<file path="config.mk">
export PLATFORM = sky130hd
export DESIGN_NAME = axi_manager_bridge_flat
export DESIGN_NICKNAME = d
export VERILOG_FILES = /design/src/rtl/axi_manager_bridge_if.sv /design/src/rtl/axi_manager_bridge.sv /design/src/flat_wrapper.sv
export SDC_FILE = /design/constraint.sdc
export NUM_CORES = 1
export LEC_CHECK = 0
export ABC_AREA = 1
export CORE_AREA = 2 2 163 165
export CTS_BUF_LIST = sky130_fd_sc_hd__clkbuf_16
export DETAILED_ROUTE_END_ITERATION = 6
export DIE_AREA = 0 0 165 167
export DONT_BUFFER_PORTS = 1
export SLEW_MARGIN = 20
export SYNTH_ARGS = -nofsm -noshare
export SYNTH_HDL_FRONTEND = slang
export SYNTH_SLANG_ARGS = --single-unit
</file>
<file path="constraint.sdc">
create_clock -name clk_i -period 1.58 [get_ports clk_i]
set_input_delay 0.237 -clock clk_i [delete_from_list [all_inputs] [get_ports clk_i]]
set_output_delay 0.237 -clock clk_i [all_outputs]
set_load 0.02 [all_outputs]
</file>
<file path="src/rtl/axi_manager_bridge_if.sv">
// -----------------------------------------------------------------------------
// axi_manager_bridge_if
// Single-beat AXI4 bus bundle between the cpuif-to-AXI manager bridge and the
// fabric.
//   master : AW/W/AR payload and valids, B/R readies (driven by the bridge)
//   slave  : AW/W/AR readies, B/R responses (driven by the fabric)
// Parameters: AddrWidth (address), UserWidth (AxUSER/xUSER), IdWidth (AxID/xID).
// Data width is fixed at 32 bits with 4 byte strobes.
// -----------------------------------------------------------------------------
interface axi_manager_bridge_if #(
    parameter int AddrWidth = 12,
    parameter int UserWidth = 32,
    parameter int IdWidth   = 2
);
    logic [AddrWidth-1:0] awaddr;
    logic [1:0]           awburst;
    logic [2:0]           awsize;
    logic [7:0]           awlen;
    logic [UserWidth-1:0] awuser;
    logic [IdWidth-1:0]   awid;
    logic                 awlock;
    logic                 awvalid;
    logic                 awready;

    logic [31:0]          wdata;
    logic [3:0]           wstrb;
    logic [UserWidth-1:0] wuser;
    logic                 wlast;
    logic                 wvalid;
    logic                 wready;

    logic [1:0]           bresp;
    logic [IdWidth-1:0]   bid;
    logic [UserWidth-1:0] buser;
    logic                 bvalid;
    logic                 bready;

    logic [AddrWidth-1:0] araddr;
    logic [1:0]           arburst;
    logic [2:0]           arsize;
    logic [7:0]           arlen;
    logic [UserWidth-1:0] aruser;
    logic [IdWidth-1:0]   arid;
    logic                 arlock;
    logic                 arvalid;
    logic                 arready;

    logic [31:0]          rdata;
    logic [1:0]           rresp;
    logic [IdWidth-1:0]   rid;
    logic [UserWidth-1:0] ruser;
    logic                 rlast;
    logic                 rvalid;
    logic                 rready;

    modport master (
        output awaddr, awburst, awsize, awlen, awuser, awid, awlock, awvalid,
        input  awready,
        output wdata, wstrb, wuser, wlast, wvalid,
        input  wready,
        input  bresp, bid, buser, bvalid,
        output bready,
        output araddr, arburst, arsize, arlen, aruser, arid, arlock, arvalid,
        input  arready,
        input  rdata, rresp, rid, ruser, rlast, rvalid,
        output rready
    );

    modport slave (
        input  awaddr, awburst, awsize, awlen, awuser, awid, awlock, awvalid,
        output awready,
        input  wdata, wstrb, wuser, wlast, wvalid,
        output wready,
        output bresp, bid, buser, bvalid,
        input  bready,
        input  araddr, arburst, arsize, arlen, aruser, arid, arlock, arvalid,
        output arready,
        output rdata, rresp, rid, ruser, rlast, rvalid,
        input  rready
    );
endinterface

</file>
<file path="src/rtl/axi_manager_bridge.sv">
// -----------------------------------------------------------------------------
// axi_manager_bridge
// Single-outstanding AXI4 manager: turns a cpuif request into one single-beat
// AXI4 read or write and returns a registered ack/err pulse.
// Ports:
//   clk_i, rst_i            clock, synchronous active-high reset
//   req_i, req_is_wr_i      request strobe, write select
//   addr_i                  byte address (must be word aligned)
//   wr_data_i, wr_biten_i   write data, bit enables (folded to byte strobes)
//   req_stall_o             request not accepted this cycle
//   rd_ack_o/rd_err_o/rd_data_o, wr_ack_o/wr_err_o   completion pulses
//   axi                     AXI4 manager side (axi_manager_bridge_if.master)
// Optional feature: define AXI_MGR_TIMEOUT_EN to enable the response watchdog
// (TimeoutCycles) and the DRAIN state that swallows late responses.
// -----------------------------------------------------------------------------
module axi_manager_bridge #(
    parameter int          AxiAddrWidth  = 12,
    parameter int          AxiUserWidth  = 32,
    parameter int          AxiIdWidth    = 2,
    parameter int unsigned TxnId         = 0,
    parameter int          TimeoutCycles = 256
) (
    input  logic                    clk_i,
    input  logic                    rst_i,
    input  logic                    req_i,
    input  logic                    req_is_wr_i,
    input  logic [AxiAddrWidth-1:0] addr_i,
    input  logic [31:0]             wr_data_i,
    input  logic [31:0]             wr_biten_i,
    output logic                    req_stall_o,
    output logic                    rd_ack_o,
    output logic                    rd_err_o,
    output logic [31:0]             rd_data_o,
    output logic                    wr_ack_o,
    output logic                    wr_err_o,
    axi_manager_bridge_if.master    axi
);
    localparam logic [2:0] IDLE         = 3'd0;
    localparam logic [2:0] WR_ADDR_DATA = 3'd1;
    localparam logic [2:0] WR_RESP      = 3'd2;
    localparam logic [2:0] RD_ADDR      = 3'd3;
    localparam logic [2:0] RD_DATA      = 3'd4;
`ifdef AXI_MGR_TIMEOUT_EN
    localparam logic [2:0] DRAIN        = 3'd5;
    localparam int         CntW         = $clog2(TimeoutCycles);
`endif
    localparam logic [AxiIdWidth-1:0] Id = AxiIdWidth'(TxnId);

    logic [2:0]              state_q, state_d;
    logic [AxiAddrWidth-1:0] addr_q, addr_d;
    logic [31:0]             wdata_q, wdata_d;
    logic [3:0]              wstrb_q, wstrb_d;
    logic                    awvalid_q, awvalid_d;
    logic                    wvalid_q, wvalid_d;
    logic                    arvalid_q, arvalid_d;
    logic                    wr_ack_q, wr_ack_d, wr_err_q, wr_err_d;
    logic                    rd_ack_q, rd_ack_d, rd_err_q, rd_err_d;
    logic [31:0]             rd_data_q, rd_data_d;
    logic                    bready_c, rready_c;
    logic                    rsp_err;
`ifdef AXI_MGR_TIMEOUT_EN
    logic [CntW-1:0]         cnt_q, cnt_d;
    logic                    timed_out_q, timed_out_d;
    logic                    is_wr_q, is_wr_d;
`endif

    always_comb begin
        state_d   = state_q;
        addr_d    = addr_q;
        wdata_d   = wdata_q;
        wstrb_d   = wstrb_q;
        awvalid_d = awvalid_q;
        wvalid_d  = wvalid_q;
        arvalid_d = arvalid_q;
        wr_ack_d  = 1'b0;
        wr_err_d  = 1'b0;
        rd_ack_d  = 1'b0;
        rd_err_d  = 1'b0;
        rd_data_d = '0;
        bready_c  = 1'b0;
        rready_c  = 1'b0;
        rsp_err   = 1'b0;
`ifdef AXI_MGR_TIMEOUT_EN
        cnt_d       = cnt_q;
        timed_out_d = timed_out_q;
        is_wr_d     = is_wr_q;
`endif
        case (state_q)
            IDLE: begin
                // An ack pulsing this cycle also stalls the requester.
                if (req_i && !wr_ack_q && !rd_ack_q) begin
                    if (addr_i[1:0] != 2'b00) begin
                        wr_ack_d = req_is_wr_i;
                        wr_err_d = req_is_wr_i;
                        rd_ack_d = ~req_is_wr_i;
                        rd_err_d = ~req_is_wr_i;
                    end else begin
                        addr_d  = addr_i;
                        wdata_d = wr_data_i;
                        wstrb_d = {|wr_biten_i[31:24], |wr_biten_i[23:16],
                                   |wr_biten_i[15:8],  |wr_biten_i[7:0]};
`ifdef AXI_MGR_TIMEOUT_EN
                        is_wr_d     = req_is_wr_i;
                        timed_out_d = 1'b0;
`endif
                        if (req_is_wr_i) begin
                            awvalid_d = 1'b1;
                            wvalid_d  = 1'b1;
                            state_d   = WR_ADDR_DATA;
                        end else begin
                            arvalid_d = 1'b1;
                            state_d   = RD_ADDR;
                        end
                    end
                end
            end
            WR_ADDR_DATA: begin
                awvalid_d = awvalid_q & ~axi.awready;
                wvalid_d  = wvalid_q & ~axi.wready;
                if (!awvalid_d && !wvalid_d) begin
`ifdef AXI_MGR_TIMEOUT_EN
                    state_d = timed_out_q ? DRAIN : WR_RESP;
`else
                    state_d = WR_RESP;
`endif
                end
            end
            WR_RESP: begin
                bready_c = 1'b1;
                if (axi.bvalid) begin
                    state_d  = IDLE;
                    wr_ack_d = 1'b1;
                    wr_err_d = axi.bresp[1] | (axi.bid != Id);
                end
            end
            RD_ADDR: begin
                if (axi.arready) begin
                    arvalid_d = 1'b0;
`ifdef AXI_MGR_TIMEOUT_EN
                    state_d = timed_out_q ? DRAIN : RD_DATA;
`else
                    state_d = RD_DATA;
`endif
                end
            end
            RD_DATA: begin
                rready_c = 1'b1;
                if (axi.rvalid) begin
                    rsp_err   = axi.rresp[1] | ~axi.rlast | (axi.rid != Id);
                    state_d   = IDLE;
                    rd_ack_d  = 1'b1;
                    rd_err_d  = rsp_err;
                    rd_data_d = rsp_err ? '0 : axi.rdata;
                end
            end
`ifdef AXI_MGR_TIMEOUT_EN
            DRAIN: begin
                // Requester already got its error ack; swallow the late response.
                bready_c = is_wr_q;
                rready_c = ~is_wr_q;
                if (is_wr_q ? axi.bvalid : axi.rvalid) state_d = IDLE;
            end
`endif
            default: state_d = IDLE;
        endcase
`ifdef AXI_MGR_TIMEOUT_EN
        // Counter restarts on every state change and freezes once it fired.
        if (state_d != state_q) begin
            cnt_d = '0;
        end else if (state_q != IDLE && state_q != DRAIN && !timed_out_q) begin
            if (cnt_q == CntW'(TimeoutCycles - 1)) begin
                timed_out_d = 1'b1;
                wr_ack_d    = is_wr_q;
                wr_err_d    = is_wr_q;
                rd_ack_d    = ~is_wr_q;
                rd_err_d    = ~is_wr_q;
                if (state_q == WR_RESP || state_q == RD_DATA) state_d = DRAIN;
            end else begin
                cnt_d = cnt_q + 1'b1;
            end
        end
`endif
    end

    always_ff @(posedge clk_i) begin
        if (rst_i) begin
            state_q   <= IDLE;
            addr_q    <= '0;
            wdata_q   <= '0;
            wstrb_q   <= '0;
            awvalid_q <= 1'b0;
            wvalid_q  <= 1'b0;
            arvalid_q <= 1'b0;
            wr_ack_q  <= 1'b0;
            wr_err_q  <= 1'b0;
            rd_ack_q  <= 1'b0;
            rd_err_q  <= 1'b0;
            rd_data_q <= '0;
`ifdef AXI_MGR_TIMEOUT_EN
            cnt_q       <= '0;
            timed_out_q <= 1'b0;
            is_wr_q     <= 1'b0;
`endif
        end else begin
            state_q   <= state_d;
            addr_q    <= addr_d;
            wdata_q   <= wdata_d;
            wstrb_q   <= wstrb_d;
            awvalid_q <= awvalid_d;
            wvalid_q  <= wvalid_d;
            arvalid_q <= arvalid_d;
            wr_ack_q  <= wr_ack_d;
            wr_err_q  <= wr_err_d;
            rd_ack_q  <= rd_ack_d;
            rd_err_q  <= rd_err_d;
            rd_data_q <= rd_data_d;
`ifdef AXI_MGR_TIMEOUT_EN
            cnt_q       <= cnt_d;
            timed_out_q <= timed_out_d;
            is_wr_q     <= is_wr_d;
`endif
        end
    end

    assign req_stall_o = (state_q != IDLE) | wr_ack_q | rd_ack_q;
    assign wr_ack_o    = wr_ack_q;
    assign wr_err_o    = wr_err_q;
    assign rd_ack_o    = rd_ack_q;
    assign rd_err_o    = rd_err_q;
    assign rd_data_o   = rd_data_q;

    assign axi.awaddr  = addr_q;
    assign axi.awburst = 2'b01;
    assign axi.awsize  = 3'b010;
    assign axi.awlen   = 8'd0;
    assign axi.awuser  = '0;
    assign axi.awid    = Id;
    assign axi.awlock  = 1'b0;
    assign axi.awvalid = awvalid_q;
    assign axi.wdata   = wdata_q;
    assign axi.wstrb   = wstrb_q;
    assign axi.wuser   = '0;
    assign axi.wlast   = 1'b1;
    assign axi.wvalid  = wvalid_q;
    assign axi.bready  = bready_c;
    assign axi.araddr  = addr_q;
    assign axi.arburst = 2'b01;
    assign axi.arsize  = 3'b010;
    assign axi.arlen   = 8'd0;
    assign axi.aruser  = '0;
    assign axi.arid    = Id;
    assign axi.arlock  = 1'b0;
    assign axi.arvalid = arvalid_q;
    assign axi.rready  = rready_c;

    // Response user fields carry nothing this bridge consumes.
    logic unused_sig;
    assign unused_sig = ^{axi.buser, axi.ruser, 32'(TimeoutCycles)};
endmodule

</file>
<file path="src/flat_wrapper.sv">
// flat-port wrapper written by rule: the top's interface ports become plain ports
module axi_manager_bridge_flat 
#(
    parameter int          AxiAddrWidth  = 12,
    parameter int          AxiUserWidth  = 32,
    parameter int          AxiIdWidth    = 2,
    parameter int unsigned TxnId         = 0,
    parameter int          TimeoutCycles = 256
)
  (clk_i, rst_i, req_i, req_is_wr_i, addr_i, wr_data_i, wr_biten_i, req_stall_o, rd_ack_o, rd_err_o, rd_data_o, wr_ack_o, wr_err_o, axi_awaddr, axi_awburst, axi_awsize, axi_awlen, axi_awuser, axi_awid, axi_awlock, axi_awvalid, axi_awready, axi_wdata, axi_wstrb, axi_wuser, axi_wlast, axi_wvalid, axi_wready, axi_bresp, axi_bid, axi_buser, axi_bvalid, axi_bready, axi_araddr, axi_arburst, axi_arsize, axi_arlen, axi_aruser, axi_arid, axi_arlock, axi_arvalid, axi_arready, axi_rdata, axi_rresp, axi_rid, axi_ruser, axi_rlast, axi_rvalid, axi_rready);
  axi_manager_bridge_if #(.AddrWidth(12), .UserWidth(32), .IdWidth(2)) axi_i ();
  input  logic clk_i;
  input  logic rst_i;
  input  logic req_i;
  input  logic req_is_wr_i;
  input  logic [AxiAddrWidth-1:0] addr_i;
  input  logic [31:0] wr_data_i;
  input  logic [31:0] wr_biten_i;
  output logic req_stall_o;
  output logic rd_ack_o;
  output logic rd_err_o;
  output logic [31:0] rd_data_o;
  output logic wr_ack_o;
  output logic wr_err_o;
  output wire logic [$bits(axi_i.awaddr)-1:0] axi_awaddr;
  output wire logic [$bits(axi_i.awburst)-1:0] axi_awburst;
  output wire logic [$bits(axi_i.awsize)-1:0] axi_awsize;
  output wire logic [$bits(axi_i.awlen)-1:0] axi_awlen;
  output wire logic [$bits(axi_i.awuser)-1:0] axi_awuser;
  output wire logic [$bits(axi_i.awid)-1:0] axi_awid;
  output wire logic [$bits(axi_i.awlock)-1:0] axi_awlock;
  output wire logic [$bits(axi_i.awvalid)-1:0] axi_awvalid;
  input wire logic [$bits(axi_i.awready)-1:0] axi_awready;
  output wire logic [$bits(axi_i.wdata)-1:0] axi_wdata;
  output wire logic [$bits(axi_i.wstrb)-1:0] axi_wstrb;
  output wire logic [$bits(axi_i.wuser)-1:0] axi_wuser;
  output wire logic [$bits(axi_i.wlast)-1:0] axi_wlast;
  output wire logic [$bits(axi_i.wvalid)-1:0] axi_wvalid;
  input wire logic [$bits(axi_i.wready)-1:0] axi_wready;
  input wire logic [$bits(axi_i.bresp)-1:0] axi_bresp;
  input wire logic [$bits(axi_i.bid)-1:0] axi_bid;
  input wire logic [$bits(axi_i.buser)-1:0] axi_buser;
  input wire logic [$bits(axi_i.bvalid)-1:0] axi_bvalid;
  output wire logic [$bits(axi_i.bready)-1:0] axi_bready;
  output wire logic [$bits(axi_i.araddr)-1:0] axi_araddr;
  output wire logic [$bits(axi_i.arburst)-1:0] axi_arburst;
  output wire logic [$bits(axi_i.arsize)-1:0] axi_arsize;
  output wire logic [$bits(axi_i.arlen)-1:0] axi_arlen;
  output wire logic [$bits(axi_i.aruser)-1:0] axi_aruser;
  output wire logic [$bits(axi_i.arid)-1:0] axi_arid;
  output wire logic [$bits(axi_i.arlock)-1:0] axi_arlock;
  output wire logic [$bits(axi_i.arvalid)-1:0] axi_arvalid;
  input wire logic [$bits(axi_i.arready)-1:0] axi_arready;
  input wire logic [$bits(axi_i.rdata)-1:0] axi_rdata;
  input wire logic [$bits(axi_i.rresp)-1:0] axi_rresp;
  input wire logic [$bits(axi_i.rid)-1:0] axi_rid;
  input wire logic [$bits(axi_i.ruser)-1:0] axi_ruser;
  input wire logic [$bits(axi_i.rlast)-1:0] axi_rlast;
  input wire logic [$bits(axi_i.rvalid)-1:0] axi_rvalid;
  output wire logic [$bits(axi_i.rready)-1:0] axi_rready;
  assign axi_awaddr = axi_i.awaddr;
  assign axi_awburst = axi_i.awburst;
  assign axi_awsize = axi_i.awsize;
  assign axi_awlen = axi_i.awlen;
  assign axi_awuser = axi_i.awuser;
  assign axi_awid = axi_i.awid;
  assign axi_awlock = axi_i.awlock;
  assign axi_awvalid = axi_i.awvalid;
  assign axi_i.awready = axi_awready;
  assign axi_wdata = axi_i.wdata;
  assign axi_wstrb = axi_i.wstrb;
  assign axi_wuser = axi_i.wuser;
  assign axi_wlast = axi_i.wlast;
  assign axi_wvalid = axi_i.wvalid;
  assign axi_i.wready = axi_wready;
  assign axi_i.bresp = axi_bresp;
  assign axi_i.bid = axi_bid;
  assign axi_i.buser = axi_buser;
  assign axi_i.bvalid = axi_bvalid;
  assign axi_bready = axi_i.bready;
  assign axi_araddr = axi_i.araddr;
  assign axi_arburst = axi_i.arburst;
  assign axi_arsize = axi_i.arsize;
  assign axi_arlen = axi_i.arlen;
  assign axi_aruser = axi_i.aruser;
  assign axi_arid = axi_i.arid;
  assign axi_arlock = axi_i.arlock;
  assign axi_arvalid = axi_i.arvalid;
  assign axi_i.arready = axi_arready;
  assign axi_i.rdata = axi_rdata;
  assign axi_i.rresp = axi_rresp;
  assign axi_i.rid = axi_rid;
  assign axi_i.ruser = axi_ruser;
  assign axi_i.rlast = axi_rlast;
  assign axi_i.rvalid = axi_rvalid;
  assign axi_rready = axi_i.rready;
  axi_manager_bridge #(.AxiAddrWidth(AxiAddrWidth), .AxiUserWidth(AxiUserWidth), .AxiIdWidth(AxiIdWidth), .TxnId(TxnId), .TimeoutCycles(TimeoutCycles)) u_core (.clk_i(clk_i), .rst_i(rst_i), .req_i(req_i), .req_is_wr_i(req_is_wr_i), .addr_i(addr_i), .wr_data_i(wr_data_i), .wr_biten_i(wr_biten_i), .req_stall_o(req_stall_o), .rd_ack_o(rd_ack_o), .rd_err_o(rd_err_o), .rd_data_o(rd_data_o), .wr_ack_o(wr_ack_o), .wr_err_o(wr_err_o), .axi(axi_i));
endmodule
</file>
==> flow_summary_export.csv <==
group,metric,value,unit
finish,area_growth,11.26,%
detailed_routing,drcViolationCount,0,
yosys,syn_inst,554,
detailed_routing,drt-wirelength-per-cell,11.87,um
finish,final_common_cell,"conb_1",
worst_setup_path,cp.arrival,1.24,ns
sta,relSlewSlack,0.6572,
finish,antenna_cells,0,
yosys,yosys_warnings,0,
finish,final_cells,921,
global_routing,first_global_vias,2553,
floorplanning,fp.dieH,167,um
sta,fin_skew,0.01537,ns
sta,setup_viol,0,
sta,rsz0062_at_grt,"no",
yosys,syn_area_per_cell,7.864,sq um
finish,fillers,2863,
yosys,ys_seq_area_frac,0.4136,
worst_hold_path,holdPathStages,2,
worst_setup_path,slowest_delay,0.38,ns
clock_network,cts_setup_buffers,0,
worst_setup_path,worstPathRequired,1.34,ns
worst_setup_path,rrSetupSlack,0.12,ns
worst_setup_path,reg2reg_to,"u_core.axi.wdata[4]",
clock_network,clk_pin_slew,0.08,ns
finish,multi_input_area,1683,sq um
worst_setup_path,cp-end-kind,"primary output",
clock_network,clkSinkCount,90,
worst_hold_path,hold_start,"axi_rdata[12]",
finish,seqCellArea,1802,sq um
floorplanning,die_w,165,um
clock_network,clk_latency,0.35,ns
worst_setup_path,reg2regPathDepth,7,
detailed_routing,firstDrtPassIters,4,
yosys,synth_area,4357,sq um
floorplanning,pin_count,421,
clock_network,cts_buffers,9,
pwr,irDropWorstVdd,0.5635,mV
sta,setup_tns,0,ns
detailed_routing,vias,3037,
global_routing,grt_start_max_net_pins,43,
sta,slew_violations,0,
yosys,ys_ff_latch,90,
global_routing,grt_pass1_wl,14630,um
sta,worstMarginPinSlew,0.5135,ns
run_status,status,"finished clean",
finish,final_nets,771,
sta,fmax,0.6752,GHz
worst_setup_path,path_max_fanout,6,
place,dp_hpwl,8408,um
worst_hold_path,hold_class,"in2reg",
floorplanning,dieArea,27560,sq um
sta,hold_violations,0,
worst_setup_path,cp_slowest_cell,"dfxtp_1",
place,post-place-ws,0.1508,ns
finish,layout-drive-gt1-share,0.1348,
clock_network,cts_tree,"done",
sta,layout_worst_path_cycle_share,0.9373,
worst_setup_path,path_class,"reg2out",
floorplanning,core,25760,sq um
sta,timing.final.ws_setup,0.09901,ns
floorplanning,initial_core_util,0.1691,
floorplanning,fp-row-count,59,
detailed_routing,via_per_inst,3.298,
finish,final_util,0.1881,
clock_network,cts_buffer_depth,2,
place,numPortBuffers,0,
detailed_routing,routed_wl,10930,um
global_routing,antenna_found_initial,0,
clock_network,htreeDepth,3,
flow_run,drv_cap,0,
sta,fin_crit,1.481,ns
detailed_routing,drt_iter0_markers,118,
worst_setup_path,cpMostUsedCell,"buf_4",
worst_setup_path,start_kind,"register",
global_routing,grt.total_usage,0.07210,
yosys,yosysUniqueCellTypes,26,
place,place.gp.congestion,0.7349,
worst_setup_path,crit_chain,"buf_4, nor3_4, buf_4",
worst_hold_path,holdPathEnd,"u_core.rd_data_o[12]",
place,dp.cells,876,
global_routing,grt_overflow,0,
pwr,p_per_area,1100,nW/um^2
pwr,p_leak,2.155,nW
detailed_routing,ant_nets,0,
finish,final_cell_mix,"conb_1, nor2_1, dfxtp_1",
clock_network,clockRootBuffer,"clkbuf_16",
worst_setup_path,r2r-start,"u_core.state_q[2]",
==> stage by stage <==
step / area, sq um / power, mW / hold WS, ns
2_1_floorplan: 4833 / 3.387 / 0.3061
3_3_place_gp: 4265 / 3.250 / 0.3083
3_5_place_dp: 4265 / 3.258 / 0.3093
4_1_cts: 4840 / 5.457 / 0.00001613
5_1_grt: 4847 / 5.622 / 0.005472
6_report: 4847 / 5.333 / 0.01860
==> per-layer routing <==
metal  track usage  vias to the layer above  part of all wire
met5             0                        -                 0
met4       0.03062                        0             0.014
met3       0.03113                        7              0.12
met2        0.1255                      183              0.50
met1       0.07497                     1373              0.36
li1              -                     1474                 -
==> worst max-delay path by stage <==
stage                       from                   end  slack (ns)  depth (start not counted)
2_1_floorplan  u_core.state_q[2]   u_core.rd_data_o[0]        0.26                          7
3_3_place_gp   u_core.state_q[2]  u_core.axi.wdata[15]        0.17                          7
3_5_place_dp   u_core.state_q[2]   u_core.axi.wdata[4]        0.15                          7
4_1_cts        u_core.state_q[2]            axi_bready        0.01                          4
5_1_grt        u_core.state_q[1]            axi_bready       0.009                          3
6_report       u_core.state_q[1]            axi_rready         0.1                          3
==> Yosys cell counts <==
cell type,instances,area share
nand2_2,2,0.0029
buf_6,4,0.010
dfxtp_1,90,0.41
o22ai_1,1,0.0014
buf_4,145,0.25
nor4_1,4,0.0057
nand3_2,1,0.0023
nand2_1,28,0.024
nor2_4,1,0.0026
or2_2,4,0.0057
inv_2,3,0.0026
nor3_4,1,0.0037
o21ai_0,26,0.030
buf_2,4,0.0046
nor3_1,2,0.0023
clkbuf_1,5,0.0043
nand3_1,6,0.0069
conb_1,2,0.0017
nand4_1,1,0.0014
o21ai_1,21,0.024
nand3b_1,3,0.0052
nor2_1,109,0.094
and2_1,1,0.0014
nor2_2,32,0.046
a21oi_1,12,0.014
inv_1,46,0.040
==> flip-flops by register name, indices dropped and copies added (netlist names) <==
name                count
u_core.axi.wdata       32
u_core.wr_err_o         1
u_core.rd_data_o       32
u_core.axi.arvalid      1
u_core.rd_err_o         1
u_core.state_q          3
u_core.rd_ack_o         1
u_core.wr_ack_o         1
u_core.axi.wstrb        4
u_core.axi.araddr      12
u_core.axi.awvalid      1
u_core.axi.wvalid       1
==> worst max-delay path: cells and delay by family (launching register included) <==
family        cells  cell delay [ns]
flops             1             0.38
buf+inv           2             0.35
simple gates      1             0.17
==> kinds of logic after synthesis <==
logic type | after synthesis | synth area share
buffers and inverters | 207 | 0.3113
and+or+nand+nor | 195 | 0.2042
DFF | 90 | 0.4136
AOI/OAI and AO/OA | 60 | 0.06921
other | 2 | 0.001724
==> repair_timing <==
item,in CTS,in global routing
endpoints found under the setup margin,0,1
endpoints found under the hold margin,33,0
gates resized for setup,0,2
hold buffers,29,0
==> power breakdown <==
group / total (mW) / internal [mW] / switching (mW) / leakage (nW)
Combinational: 0.728 / 0.194 / 0.534 / 1.29
Sequential: 2.54 / 2.36 / 0.180 / 0.730
Clock: 2.07 / 1.09 / 0.973 / 0.139
Total: 5.33 / 3.65 / 1.69 / 2.16
==> final cells by class <==
type,instances,area share
tap,335,0.08647
sequential,90,0.3717
inverter,49,0.03795
clock inverter,7,0.01213
timing repair buffer,47,0.09809
multi-input combinational,384,0.3472
clock buffer,9,0.04646
Note: power is estimated with default switching activity, not from simulation.
